`config.mk`:
```
export PLATFORM = sky130hd
export DESIGN_NAME = param_data_memory
export DESIGN_NICKNAME = d
export VERILOG_FILES = /design/src/rtl/dmem_pkg.sv /design/src/rtl/dmem_lane_align.sv /design/src/rtl/param_data_memory.sv
export SDC_FILE = /design/constraint.sdc
export NUM_CORES = 2
export LEC_CHECK = 0
export BUFFER_PORTS_ARGS = -buffer_cell sky130_fd_sc_hd__buf_2
export CAP_MARGIN = 25
export CORE_MARGIN = 2
export CORE_UTILIZATION = 60
export DETAILED_ROUTE_END_ITERATION = 6
export GPL_ROUTABILITY_DRIVEN = 0
export MAX_ROUTING_LAYER = met4
export PLACE_DENSITY = 0.75
export SLEW_MARGIN = 40
export SYNTH_ARGS = -nofsm -noshare
export SYNTH_HDL_FRONTEND = slang
export SYNTH_HIERARCHICAL = 1
export SYNTH_SLANG_ARGS = --single-unit
```
`constraint.sdc`:
```
create_clock -name clk -period 4.2 [get_ports clk]
set_input_delay 0.63 -clock clk [delete_from_list [all_inputs] [get_ports clk]]
set_output_delay 0.63 -clock clk [all_outputs]
set_load 0.02 [all_outputs]
```
`src/rtl/dmem_pkg.sv`:
```
// Shared types for the parameterised data memory: access size encoding, controller
// states and a constant clog2 helper. The DUMP state exists only when DMEM_DUMP_EN is defined.
package dmem_pkg;

  typedef enum logic [1:0] {
    SZ_BYTE  = 2'b00,
    SZ_HALF  = 2'b01,
    SZ_WORD  = 2'b10,
    SZ_DWORD = 2'b11
  } size_e;

`ifdef DMEM_DUMP_EN
  typedef enum logic [1:0] {
    ST_CLEAR = 2'd0,
    ST_IDLE  = 2'd1,
    ST_DUMP  = 2'd2
  } state_e;
`else
  typedef enum logic [1:0] {
    ST_CLEAR = 2'd0,
    ST_IDLE  = 2'd1
  } state_e;
`endif

  // Ceiling log2; returns 0 for values <= 1.
  function automatic int clog2(input int value);
    int r;
    r = 0;
    for (int v = value - 1; v > 0; v = v >> 1) r++;
    return r;
  endfunction

endpackage

```
`src/rtl/dmem_lane_align.sv`:
```
// Combinational lane steering: positions store data and builds the byte mask, and
// extracts plus sign/zero-extends load data from a full memory word.
module dmem_lane_align
  import dmem_pkg::*;
#(
  parameter int DATA_W = 32,
  parameter int OFF_W  = 2
) (
  input  size_e              size,
  input  logic [OFF_W-1:0]   offset,
  input  logic               sign_ext,
  input  logic [DATA_W-1:0]  st_data,
  output logic [DATA_W/8-1:0] st_mask,
  output logic [DATA_W-1:0]  st_lanes,
  input  logic [DATA_W-1:0]  ld_word,
  output logic [DATA_W-1:0]  ld_data
);

  localparam int NB = DATA_W / 8;

  logic [OFF_W+2:0]  shamt;
  logic [DATA_W-1:0] ld_shift;
  logic [DATA_W-1:0] keep;
  logic [NB-1:0]     base_mask;
  logic              sign_bit;

  always_comb begin
    shamt    = {offset, 3'b000};
    st_lanes = st_data << shamt;
    ld_shift = ld_word >> shamt;
    case (size)
      SZ_BYTE: begin
        base_mask = NB'(1);
        keep      = DATA_W'(8'hFF);
        sign_bit  = ld_shift[7];
      end
      SZ_HALF: begin
        base_mask = NB'(2'b11);
        keep      = DATA_W'(16'hFFFF);
        sign_bit  = ld_shift[15];
      end
      SZ_WORD: begin
        base_mask = NB'(4'hF);
        keep      = DATA_W'(32'hFFFF_FFFF);
        sign_bit  = ld_shift[31];
      end
      default: begin
        base_mask = '1;
        keep      = '1;
        sign_bit  = ld_shift[DATA_W-1];
      end
    endcase
    st_mask = base_mask << offset;
    ld_data = (ld_shift & keep) | ((sign_ext && sign_bit) ? ~keep : '0);
  end

endmodule

```
`src/rtl/param_data_memory.sv`:
```
// Byte-addressable data memory with self-clear after reset and a one-cycle response pipe.
// Optional sequential contents dump is built when DMEM_DUMP_EN is defined.
module param_data_memory
  import dmem_pkg::*;
#(
  parameter int DATA_W = 32,
  parameter int DEPTH  = 128,
  localparam int WADDR_W = clog2(DEPTH),
  localparam int OFF_W   = clog2(DATA_W / 8),
  localparam int BADDR_W = WADDR_W + OFF_W
) (
  input  logic               clk,
  input  logic               reset,
  input  logic               req_valid,
  output logic               req_ready,
  input  logic               req_we,
  input  logic [BADDR_W-1:0] req_addr,
  input  logic [1:0]         req_size,
  input  logic               req_signed,
  input  logic [DATA_W-1:0]  req_wdata,
  output logic               rsp_valid,
  output logic [DATA_W-1:0]  rsp_rdata,
  output logic               rsp_err,
  input  logic               dump_start,
  output logic               dump_valid,
  output logic [WADDR_W-1:0] dump_addr,
  output logic [DATA_W-1:0]  dump_data,
  output logic               busy
);

  localparam int NB = DATA_W / 8;
  localparam logic [WADDR_W-1:0] LAST_IDX = WADDR_W'(DEPTH - 1);

  logic [DATA_W-1:0] mem [DEPTH];

  state_e             state_q, state_d;
  logic [WADDR_W-1:0] idx_q, idx_d;
  logic               rsp_valid_q, rsp_valid_d;
  logic               rsp_err_q, rsp_err_d;
  logic [DATA_W-1:0]  rsp_rdata_q, rsp_rdata_d;

  logic [OFF_W-1:0]   off;
  logic [WADDR_W-1:0] widx;
  logic               accept, misalign, size_err, range_err, err;
  logic [DATA_W-1:0]  rd_word, ld_data, st_lanes;
  logic [NB-1:0]      st_mask;

  logic               mem_we;
  logic [WADDR_W-1:0] mem_widx;
  logic [DATA_W-1:0]  mem_wdata;
  logic [NB-1:0]      mem_wmask;

  assign off     = req_addr[OFF_W-1:0];
  assign widx    = req_addr[BADDR_W-1:OFF_W];
  assign rd_word = range_err ? '0 : mem[widx];

  dmem_lane_align #(.DATA_W(DATA_W), .OFF_W(OFF_W)) u_align (
    .size     (size_e'(req_size)),
    .offset   (off),
    .sign_ext (req_signed),
    .st_data  (req_wdata),
    .st_mask  (st_mask),
    .st_lanes (st_lanes),
    .ld_word  (rd_word),
    .ld_data  (ld_data)
  );

  always_comb begin
    case (size_e'(req_size))
      SZ_BYTE: misalign = 1'b0;
      SZ_HALF: misalign = off[0];
      SZ_WORD: misalign = |off[1:0];
      default: misalign = |off;
    endcase
    size_err  = (size_e'(req_size) == SZ_DWORD) && (DATA_W == 32);
    range_err = int'(widx) >= DEPTH;
    err       = misalign | size_err | range_err;
    accept    = req_valid && (state_q == ST_IDLE);

    state_d   = state_q;
    idx_d     = idx_q;
    mem_we    = 1'b0;
    mem_widx  = widx;
    mem_wdata = st_lanes;
    mem_wmask = st_mask;

    case (state_q)
      ST_CLEAR: begin
        mem_we    = 1'b1;
        mem_widx  = idx_q;
        mem_wdata = '0;
        mem_wmask = '1;
        if (idx_q == LAST_IDX) begin
          idx_d   = '0;
          state_d = ST_IDLE;
        end else begin
          idx_d = idx_q + 1'b1;
        end
      end
      ST_IDLE: begin
        if (accept && req_we && !err) mem_we = 1'b1;
`ifdef DMEM_DUMP_EN
        // A request on the same edge takes priority over a dump request.
        if (dump_start && !req_valid) begin
          idx_d   = '0;
          state_d = ST_DUMP;
        end
`endif
      end
`ifdef DMEM_DUMP_EN
      ST_DUMP: begin
        if (idx_q == LAST_IDX) begin
          idx_d   = '0;
          state_d = ST_IDLE;
        end else begin
          idx_d = idx_q + 1'b1;
        end
      end
`endif
      default: state_d = ST_CLEAR;
    endcase

    rsp_valid_d = accept;
    rsp_err_d   = accept && err;
    rsp_rdata_d = (accept && !req_we && !err) ? ld_data : '0;
  end

  // NOTE: sequential state uses non-blocking assignments so every flop samples pre-edge values.
  always_ff @(posedge clk or posedge reset) begin
    if (reset) begin
      state_q     <= ST_CLEAR;
      idx_q       <= '0;
      rsp_valid_q <= 1'b0;
      rsp_err_q   <= 1'b0;
      rsp_rdata_q <= '0;
    end else begin
      state_q     <= state_d;
      idx_q       <= idx_d;
      rsp_valid_q <= rsp_valid_d;
      rsp_err_q   <= rsp_err_d;
      rsp_rdata_q <= rsp_rdata_d;
    end
  end

  // NOTE: the array has no reset; the CLEAR sweep zeroes it, which keeps it mappable to RAM.
  always_ff @(posedge clk) begin
    if (mem_we) begin
      for (int b = 0; b < NB; b++) begin
        if (mem_wmask[b]) mem[mem_widx][b*8 +: 8] <= mem_wdata[b*8 +: 8];
      end
    end
  end

  assign req_ready = (state_q == ST_IDLE);
  assign busy      = (state_q != ST_IDLE);
  assign rsp_valid = rsp_valid_q;
  assign rsp_err   = rsp_err_q;
  assign rsp_rdata = rsp_rdata_q;

`ifdef DMEM_DUMP_EN
  assign dump_valid = (state_q == ST_DUMP);
  assign dump_addr  = dump_valid ? idx_q : '0;
  assign dump_data  = dump_valid ? mem[idx_q] : '0;
`else
  logic unused_dump_start;
  assign unused_dump_start = dump_start;
  assign dump_valid = 1'b0;
  assign dump_addr  = '0;
  assign dump_data  = '0;
`endif

endmodule
```
==> results.sh <==
export IMPL_status="finished, violations left"
export IMPL_violations="DRC"
export IMPL_highest_layer="met4"
export IMPL_ctsResizeCount=0
export IMPL_finalCritPeriodShare_pct=91.6
export IMPL_wl_per_cell_um=38.6
export IMPL_fin_skew_ps=50.2
export IMPL_yosys_cell_types_count=51
export IMPL_slowest_delay_ps=660
export IMPL_powerDensity_nw_per_um2=445
export IMPL_crit_buf_inv=2
export IMPL_yosysTopAreaCellShare_pct=76.2
export IMPL_initial_core_util_pct=60.3
export IMPL_root_buffer="clkbuf_16"
export IMPL_rr_startpoint="state_q[0]"
export IMPL_layout_nets=7848
export IMPL_ys_seq_area_share_pct=76.9
export IMPL_reg2reg_to="mem[53][21]"
export IMPL_met1_length_um=144000
export IMPL_ys_warn_count=6
export IMPL_coreArea_um2=268000
export IMPL_dp_cells=10900
export IMPL_syn_avg_cell_area_um2=23.3
export IMPL_reg2reg_depth=6
export IMPL_fin_setup_tns_ps=0
export IMPL_postCtsHoldBufs=2
export IMPL_stdcell_count=11800
export IMPL_min_path_type="primary input to async pin"
export IMPL_critical_path_depth=6
export IMPL_period_minus_slack_ps=3850
export IMPL_clock_path_buffers=4
export IMPL_htreeDepth=5
export IMPL_dpl_hpwl_um=287000
export IMPL_cts_num_sinks=4138
export IMPL_setup_worst_path_end_class="register"
export IMPL_rsz0062_at_grt="false"
export IMPL_antenna_found_initial=29
export IMPL_area_growth_pct=15.1
export IMPL_cp_required_ps=4760
export IMPL_cp_endpoint="mem[53][21]"
export IMPL_numCtsBuffers=397
export IMPL_power_mw=82.7
export IMPL_viasPerCell=6.88
export IMPL_grt_max_degree=129
export IMPL_crit_path_top_delay_cell="nand2_1"
export IMPL_routed_wl_um=453000
export IMPL_grt_util_all_layers_pct=34.8
export IMPL_clk_latency_ps=980
export IMPL_postLayoutCoreUtil_pct=69.4
export IMPL_synthesis_area_um2=161000
export IMPL_drive_gt1_share_pct=37.5
export IMPL_drc=96
export IMPL_dr_total_vias=80900
export IMPL_first_iter_violations=11500
export IMPL_dr_wl_met3_um=54500
export IMPL_ir_worst_vdd_uv=425
export IMPL_cts_tree="done"
export IMPL_setup_violations=0
export IMPL_hold_viol=0
export IMPL_drtPass1Iterations=7
export IMPL_synth_seq_cells=4138
export IMPL_relSlewSlack_pct=27.5
export IMPL_ys_async_sr_fraction_pct=1.01
export IMPL_crit_family="simple AND/OR/NAND/NOR gates"
export IMPL_startpoint_type="register"
export IMPL_crit_chain="buf_4, or3b_2, a22oi_1, nand2_1, buf_4, nor2_1"
export IMPL_path_common_cell="buf_4"
export IMPL_first_global_vias=81500
export IMPL_synthTopCellsByArea="edfxtp_1, mux4_2, nor2_1"
export IMPL_p_leak_nw=49.5
export IMPL_post_cts_buffers=0
export IMPL_wl_met2_um=220000
export IMPL_ant_nets=0
export IMPL_path_clk_slew_ps=70
export IMPL_synth_edf_count=4096
export IMPL_max_freq_mhz=260
export IMPL_yosysMostFrequentCell="edfxtp_1"
export IMPL_startpoint="state_q[0]"
export IMPL_portBuffers=83
export IMPL_worstSetupPathType="register to register"
export IMPL_rrSetupSlack_ps=350
export IMPL_rows=190
export IMPL_synth_top_area_cell="edfxtp_1"
export IMPL_syn_inst=6929
export IMPL_critPathMaxFanout=32
export IMPL_worstMarginPinSlew_ps=1080
export IMPL_dieArea_um2=273000
export IMPL_critPathArrivalTime_ps=4410
export IMPL_grt_pass1_wl_um=632000
export IMPL_hold_ws_ps=244
export IMPL_cap_viol_max_count=0
export IMPL_synth_commonest_cells="edfxtp_1, mux4_2, nor2_1, clkbuf_1, nand2_1"
export IMPL_die_width_um=523
export IMPL_drv_slew=0
export IMPL_fp_dieH_um=523
export IMPL_synth_main_ff_cell="edfxtp_1"
export IMPL_num_io_pins=125
export IMPL_overflow=0
report_power, final:
| group | internal (mW) | switching (mW) |
|---|---|---|
| clock network | 20.4 | 15.7 |
| logic | 0.843 | 1.06 |
| registers | 44.7 | 0 |
layer usage:
metal / vias to the layer above / GRT usage (%)
met5: - / -
met4: 0 / 22.0
met3: 1330 / 10.2
met2: 5786 / 53.0
met1: 42600 / 41.0
li1: 31200 / -
state kept, by name, summed over array words and instances, names as in the netlist:
register / flops
rsp_err: 1
rsp_rdata: 32
rsp_valid: 1
idx_q: 7
state_q: 1
mem: 4096
metrics by stage:
step / worst slack, ps / cell area (µm²)
final: 355 / 186000
after global routing: 340 / 186000
after CTS: 348 / 185000
after detailed placement: -351 / 172000
after global placement: -333 / 172000
after floorplan: 36.6 / 162000
cell type report:
cell class                 instances  area (µm²)
antenna                           63         158
inverter                           3        13.8
timing repair buffer             872        8020
tap                             3552        4440
sequential                      4138      124000
multi-input combinational       2386       36000
clock inverter                   244        2660
fill                           15200       81900
clock buffer                     497       10500
tightest hold or removal path: cells and delay by family:
kind                   cells  cell delay, ps
buffers and inverters      3            1040
placed cells by master, fill, tap and decap left out, types with 32 or more instances in the layout:
cell type | synthesis | final
and2_1 | 74 | 42
and2_4 | 0 | 32
buf_12 | 0 | 131
buf_2 | 81 | 78
buf_4 | 56 | 655
bufinv_16 | 0 | 41
clkbuf_1 | 248 | 89
clkbuf_16 | 0 | 402
clkinv_1 | 1 | 80
clkinv_2 | 0 | 70
conb_1 | 1 | 40
dfrtp_1 | 42 | 41
diode_2 | 0 | 63
edfxtp_1 | 4096 | 4096
mux2_2 | 43 | 43
mux4_2 | 1344 | 1344
nand2_1 | 156 | 134
nor2_1 | 526 | 393
nor2_2 | 2 | 135
cells by family after synthesis:
kind of cell / count (synthesis) / share of synthesized area (%)
compound gates: 90 / 0.373
xor+xnor: 4 / 0.0264
fa+ha+maj: 1 / 0.00775
buf+inv: 444 / 1.26
flops: 4138 / 76.9
mux: 1423 / 19.3
other cells: 1 / 0.00232
simple gates: 828 / 2.17
how the worst min path moves through the flow:
stage	startpoint	slack, ps	end	depth (start not counted)
after global placement	idx_q[2]	540	idx_q[2]	1
after CTS	req_signed	200	rsp_rdata[15]	5
after floorplan	idx_q[6]	500	idx_q[6]	1
after detailed placement	idx_q[2]	550	idx_q[2]	1
after global routing	req_we	270	rsp_rdata[26]	4
final	reset	240	rsp_rdata[4]	3
Note: power is estimated with default switching activity, not from simulation.
